<file path="config.mk">
export PLATFORM = sky130hd
export DESIGN_NAME = game_step_sequencer
export DESIGN_NICKNAME = d
export VERILOG_FILES = /design/src/rtl/snake_pkg.sv /design/src/rtl/step_timer.sv /design/src/rtl/game_step_sequencer.sv
export SDC_FILE = /design/constraint.sdc
export NUM_CORES = 1
export LEC_CHECK = 0
export ABC_AREA = 1
export CORE_ASPECT_RATIO = 1.25
export CORE_UTILIZATION = 45
export DETAILED_ROUTE_END_ITERATION = 16
export GPL_TIMING_DRIVEN = 0
export PLACE_DENSITY = 0.74
export SYNTH_ARGS = -nofsm -noshare
export SYNTH_HDL_FRONTEND = slang
export SYNTH_HIERARCHICAL = 1
export SYNTH_SLANG_ARGS = --single-unit
</file>
<file path="constraint.sdc">
create_clock -name clk -period 3.2 [get_ports clk]
set_input_delay 0.64 -clock clk [delete_from_list [all_inputs] [get_ports clk]]
set_output_delay 0.64 -clock clk [all_outputs]
set_load 0.05 [all_outputs]
</file>
<file path="src/rtl/snake_pkg.sv">
// Shared types and defaults for the snake game step sequencer.
package snake_pkg;

  typedef enum logic [1:0] {
    MENU  = 2'd0,
    GAME  = 2'd1,
    PAUSE = 2'd2,
    OVER  = 2'd3
  } game_mode;

  typedef enum logic [2:0] {
    IDLE, SEND, WAIT_DIR, MOVE, COLL, GEN, COMMIT, HALT
  } step_state;

  typedef enum logic [1:0] {
    NONE = 2'd0,
    WON  = 2'd1,
    LOST = 2'd2,
    DRAW = 2'd3
  } game_result;

  localparam int DIR_TIMEOUT_DEF   = 750000;
  localparam int STAGE_TIMEOUT_DEF = 4096;
  localparam int TIMER_W           = 20;

  // A simultaneous win and loss counts as a draw.
  function automatic game_result decode_verdict(input logic won, input logic lost,
                                                input logic draw);
    if (draw || (won && lost)) return DRAW;
    else if (won)              return WON;
    else if (lost)             return LOST;
    else                       return NONE;
  endfunction

endpackage

</file>
<file path="src/rtl/step_timer.sv">
// Saturating up-counter shared by the direction wait and the stage waits.
module step_timer
  import snake_pkg::*;
(
  input  logic               clk,
  input  logic               rst,
  input  logic               clear,
  input  logic               enable,
  input  logic [TIMER_W-1:0] limit,
  output logic               expired
);

  logic [TIMER_W-1:0] cnt;

  always_ff @(posedge clk) begin
    if (!rst)                        cnt <= '0;
    else if (clear)                  cnt <= '0;
    else if (enable && cnt != limit) cnt <= cnt + TIMER_W'(1);
  end

  assign expired = (cnt == limit);

endmodule

</file>
<file path="src/rtl/game_step_sequencer.sv">
// Runs one game step per tick edge: direction exchange, move, collision,
// point generation, map commit; reports verdict and supervision errors.
//   state    | meaning
//   IDLE     | waiting for a tick edge in GAME mode
//   SEND     | request local direction transmit
//   WAIT_DIR | waiting for peer direction (send_dir high in first cycle)
//   MOVE     | move stage: start cycle, then wait for move_done
//   COLL     | collision stage: start cycle, then wait for coll_done
//   GEN      | point generation: start cycle, then wait for gen_done
//   COMMIT   | map_commit high, step counted
//   HALT     | game over or error; leave by exiting GAME mode
module game_step_sequencer
  import snake_pkg::*;
#(
  parameter int DIR_TIMEOUT   = DIR_TIMEOUT_DEF,
  parameter int STAGE_TIMEOUT = STAGE_TIMEOUT_DEF,
  parameter int CNT_W         = 16
) (
  input  logic             clk,
  input  logic             rst,
  input  game_mode         mode,
  input  logic             tick,
  input  logic             rcvdir,
  input  logic             move_done,
  input  logic             coll_done,
  input  logic             won,
  input  logic             lost,
  input  logic             draw,
  input  logic             gen_done,
  output logic             send_dir,
  output logic             move_start,
  output logic             coll_start,
  output logic             gen_start,
  output logic             map_commit,
  output game_result       result,
  output logic             com_err,
  output logic             stall_err,
  output logic             overrun,
  output logic             busy,
  output logic [CNT_W-1:0] step_cnt
);

  step_state          state;
  game_mode           mode_q;
  logic               tick_q;
  logic               tick_rise;
  logic               dir_seen;
  logic               in_wait;
  logic               stage;
  logic               tmr_clear;
  logic               tmr_enable;
  logic               expired;
  logic [TIMER_W-1:0] tmr_limit;

  assign tick_rise  = tick & ~tick_q;
  assign busy       = !((state == IDLE) || (state == HALT));
  assign stage      = (state == MOVE) || (state == COLL) || (state == GEN);
  assign tmr_clear  = (state == SEND) || (stage && !in_wait);
  assign tmr_enable = (state == WAIT_DIR) || (stage && in_wait);
  assign tmr_limit  = (state == WAIT_DIR) ? TIMER_W'(DIR_TIMEOUT - 1)
                                          : TIMER_W'(STAGE_TIMEOUT - 1);

  step_timer u_timer (
    .clk     (clk),
    .rst     (rst),
    .clear   (tmr_clear),
    .enable  (tmr_enable),
    .limit   (tmr_limit),
    .expired (expired)
  );

  always_ff @(posedge clk) begin
    if (!rst) begin
      state      <= IDLE;
      mode_q     <= MENU;
      tick_q     <= 1'b0;
      dir_seen   <= 1'b0;
      in_wait    <= 1'b0;
      send_dir   <= 1'b0;
      move_start <= 1'b0;
      coll_start <= 1'b0;
      gen_start  <= 1'b0;
      map_commit <= 1'b0;
      result     <= NONE;
      com_err    <= 1'b0;
      stall_err  <= 1'b0;
      overrun    <= 1'b0;
      step_cnt   <= '0;
    end else begin
      tick_q     <= tick;
      mode_q     <= mode;
      send_dir   <= 1'b0;
      move_start <= 1'b0;
      coll_start <= 1'b0;
      gen_start  <= 1'b0;
      map_commit <= 1'b0;

      if (tick_rise && busy) overrun <= 1'b1;

      if (mode != GAME) begin
        state    <= IDLE;
        in_wait  <= 1'b0;
        dir_seen <= 1'b0;
      end else begin
        case (state)
          IDLE: begin
            dir_seen <= tick_rise & rcvdir;
            if (tick_rise) state <= SEND;
          end
          SEND: begin
            send_dir <= 1'b1;
            if (rcvdir) dir_seen <= 1'b1;
            state <= WAIT_DIR;
          end
          WAIT_DIR: begin
            if (rcvdir || dir_seen) begin
              dir_seen   <= 1'b0;
              in_wait    <= 1'b0;
              move_start <= 1'b1;
              state      <= MOVE;
            end else if (expired) begin
              com_err <= 1'b1;
              state   <= HALT;
            end
          end
          MOVE: begin
            if (!in_wait) in_wait <= 1'b1;
            else if (move_done) begin
              in_wait    <= 1'b0;
              coll_start <= 1'b1;
              state      <= COLL;
            end else if (expired) begin
              in_wait   <= 1'b0;
              stall_err <= 1'b1;
              state     <= HALT;
            end
          end
          COLL: begin
            if (!in_wait) in_wait <= 1'b1;
            else if (coll_done) begin
              result    <= decode_verdict(won, lost, draw);
              in_wait   <= 1'b0;
              gen_start <= 1'b1;
              state     <= GEN;
            end else if (expired) begin
              in_wait   <= 1'b0;
              stall_err <= 1'b1;
              state     <= HALT;
            end
          end
          GEN: begin
            if (!in_wait) in_wait <= 1'b1;
            else if (gen_done) begin
              in_wait    <= 1'b0;
              map_commit <= 1'b1;
              step_cnt   <= step_cnt + CNT_W'(1);
              state      <= COMMIT;
            end else if (expired) begin
              in_wait   <= 1'b0;
              stall_err <= 1'b1;
              state     <= HALT;
            end
          end
          COMMIT:  state <= (result != NONE) ? HALT : IDLE;
          HALT:    state <= HALT;
          default: state <= IDLE;
        endcase
      end

      // A fresh game starts with clean status.
      if (mode == GAME && mode_q != GAME) begin
        result    <= NONE;
        com_err   <= 1'b0;
        stall_err <= 1'b0;
        overrun   <= 1'b0;
        step_cnt  <= '0;
      end
    end
  end

endmodule

</file>
==> out/results.ini <==
[run_status]
outcome = completed

[synth]
netlist_area_sq_mm = 0.00345
syn_avg_cell_area_sq_um = 6.00
syn_inst = 575
ys_warn_count = 6
synth_seq_area_share = 0.313
ys_types = 34
ys_ff_latch = 54

[global_route]
grtUsageMet2 = 0.390
grt_use_met1 = 0.265
grt.busiest_layer = met2
grt_pass1_wl_microns = 13900
grt_use_met3 = 0.0309
grt_overflow = 0
antenna_found_initial = 0
grt_pass1_vias = 3213
grt_max_degree = 17
grt_usage = 0.216

[finish]
multi_input_area_sq_mm = 0.00201
nets = 652
final_util = 0.556
layout-drive-gt1-share = 0.0677
final_cells = 727
final_common_cell = nand2_1
nFillCells = 728
diodes = 0
layout_common_cells = 153 x nand2_1, 121 x nor2_1, 72 x inv_1, 54 x dfxtp_1, 49 x nand3_1
syn_to_final_growth_pct = 19.4
ff_latch_area_sq_mm = 0.00108

[sta]
setup_viol = 0
max_freq_mhz = 352
slew_violations = 0
slew_headroom = 0.616
hold_violations = 0
layout_min_cycle_time_ns = 2.84
tightest_slew_ns = 0.573
rsz0062_at_grt = false
post-route-period-util = 0.887
clock_skew_ns = 0.00996
setup_tns_ns = 0
finalWorstSetupSlack_ns = 0.361

[pwr]
irDropWorstVdd_mv = 0.226
cellPowerDensity_mw_per_mm2 = 294
leakage_uw = 0.00186

[worst_setup_path]
critPathSlowestCell = nor3_4
arrival_ns = 3.08
endpoint_kind = flop
crit_type = reg -> reg
cp_cell_sequence = buf_6 > inv_4 > nor3_4 > nand2_1 > inv_1 > nor2_1 > nor2_1 > nand2_1 > nor2_1 > nand3_2 > buf_4 > inv_1 > inv_1 > nand2_1 > nand2_1 > nor2_1 > nor2_1 > nand2_1 > nand3_1 > a21oi_1
critPathMaxStageDelay_ns = 0.45
cp_data_required_time_ns = 3.44
r2r_slack_ns = 0.36
critPathMaxFanout = 14
cp-start-kind = flop

[clocking]
tritoncts = built
cts_buffer_depth = 2
postCtsHoldBufs = 0
cts-root-buf = clkbuf_8
path_clk_slew_ns = 0.09
htree_levels = 2
clock_latency_ns = 0.31
cts_buffers = 5
cts_sinks = 54
post_cts_resized = 0
postCtsSetupBuffers = 0

[placed_design]
port_buffers = 38
hpwl_microns = 6140
routabilityCongestion = 0.900
dp_cells = 719
pre_cts_ws_ns = 0.135

[drt]
drc = 0
avgViaCountPerCell = 4.81
ant_nets = 0
firstDrtPassIters = 4
avgRoutedWirePerCell_microns = 11.2
vias = 3495
drt_iter0_markers = 172
wirelength_microns = 8120

[floorplanning]
initial_core_util = 0.466
die_w_microns = 80.3
io_pins = 39
fp.dieArea_sq_mm = 0.00802
die_h_microns = 99.9
rows = 35
core_area_sq_mm = 0.00740

[run]
drv_cap = 0

[worst_hold_path]
min-delay-path-class = reg -> reg

[sequential cells by signal, indices dropped and copies added (netlist names), 2 cells and up]
| signal | cells |
|---|---|
| step_cnt | 16 |
| mode_q | 2 |
| state | 3 |
| result | 2 |
| u_timer/cnt | 20 |
[logic make-up after synthesis]
logic type,synth area share
and+or+nand+nor,0.446
buffers and inverters,0.123
DFF,0.313
AOI/OAI and AO/OA,0.0780
xor gates and xnor gates,0.0152
adders and majority gates,0.0218
other,0.00218
[metrics by stage]
step                      total power [uW]  area, sq um  hold slack, ns
after detailed placement               768         4000           0.455
after global routing                  1270         4120           0.500
after CTS                             1230         4110           0.468
after floorplan                        739         3500           0.463
after global placement                 767         4000           0.442
final                                 1210         4120           0.461
[layer usage]
metal | part of all wire | vias to the layer above
met2 | 0.51 | 53
met4 | 0.0055 | 0
li1 | - | 1893
met1 | 0.46 | 1547
met5 | 0 | -
met3 | 0.028 | 2
[cell usage after synthesis, drive strengths merged]
library cell	n	share of area
inv	80	0.089
ha	6	0.022
and3	1	0.0018
a31oi	1	0.0018
xnor2	4	0.010
a22oi	1	0.0022
buf	14	0.033
clkinv	1	0.0011
nor3	18	0.029
a21oi	33	0.048
clkbuf	1	0.0011
nand4	5	0.011
o21ai	18	0.026
nand3	53	0.083
xor2	2	0.0051
nor3b	1	0.0022
nor2	126	0.15
dfxtp	54	0.31
nand2	154	0.17
conb	2	0.0022
[critical path, delay by kind of cell (launching register included)]
kind / cells / cell delay [ns]
DFF: 1 / 0.38
buffers and inverters: 6 / 0.80
and+or+nand+nor: 13 / 1.47
AOI/OAI and AO/OA: 1 / 0.12
[final cells by class]
type	count	area share
Clock buffer	5	0.0167
Buffer	15	0.0283
Tap cell	92	0.0280
Clock inverter	3	0.00973
Multi-Input combinational cell	439	0.487
Sequential cell	54	0.263
Inverter	81	0.0751
Timing Repair Buffer	38	0.0924
[path summary, 6_finish.rpt]
path | from | to | cells past startpoint
max reg2reg | state[1]$_SDFFE_PP0P_ | state[2]$_SDFFE_PP0P_ | 20
max | state[1]$_SDFFE_PP0P_ | state[2]$_SDFFE_PP0P_ | 20
min reg2reg | overrun$_SDFFE_PP0P_ | overrun$_SDFFE_PP0P_ | 2
min | overrun$_SDFFE_PP0P_ | overrun$_SDFFE_PP0P_ | 2
[report_power, final]
group	total, uW	switching, uW	leakage [uW]	internal (uW)
clock network	457	226	0.0000579	231
registers	675	0.772	0.000436	674
logic	78.2	46.7	0.00137	31.5
total	1210	273	0.00186	937
(Power assumes the default switching activity.)
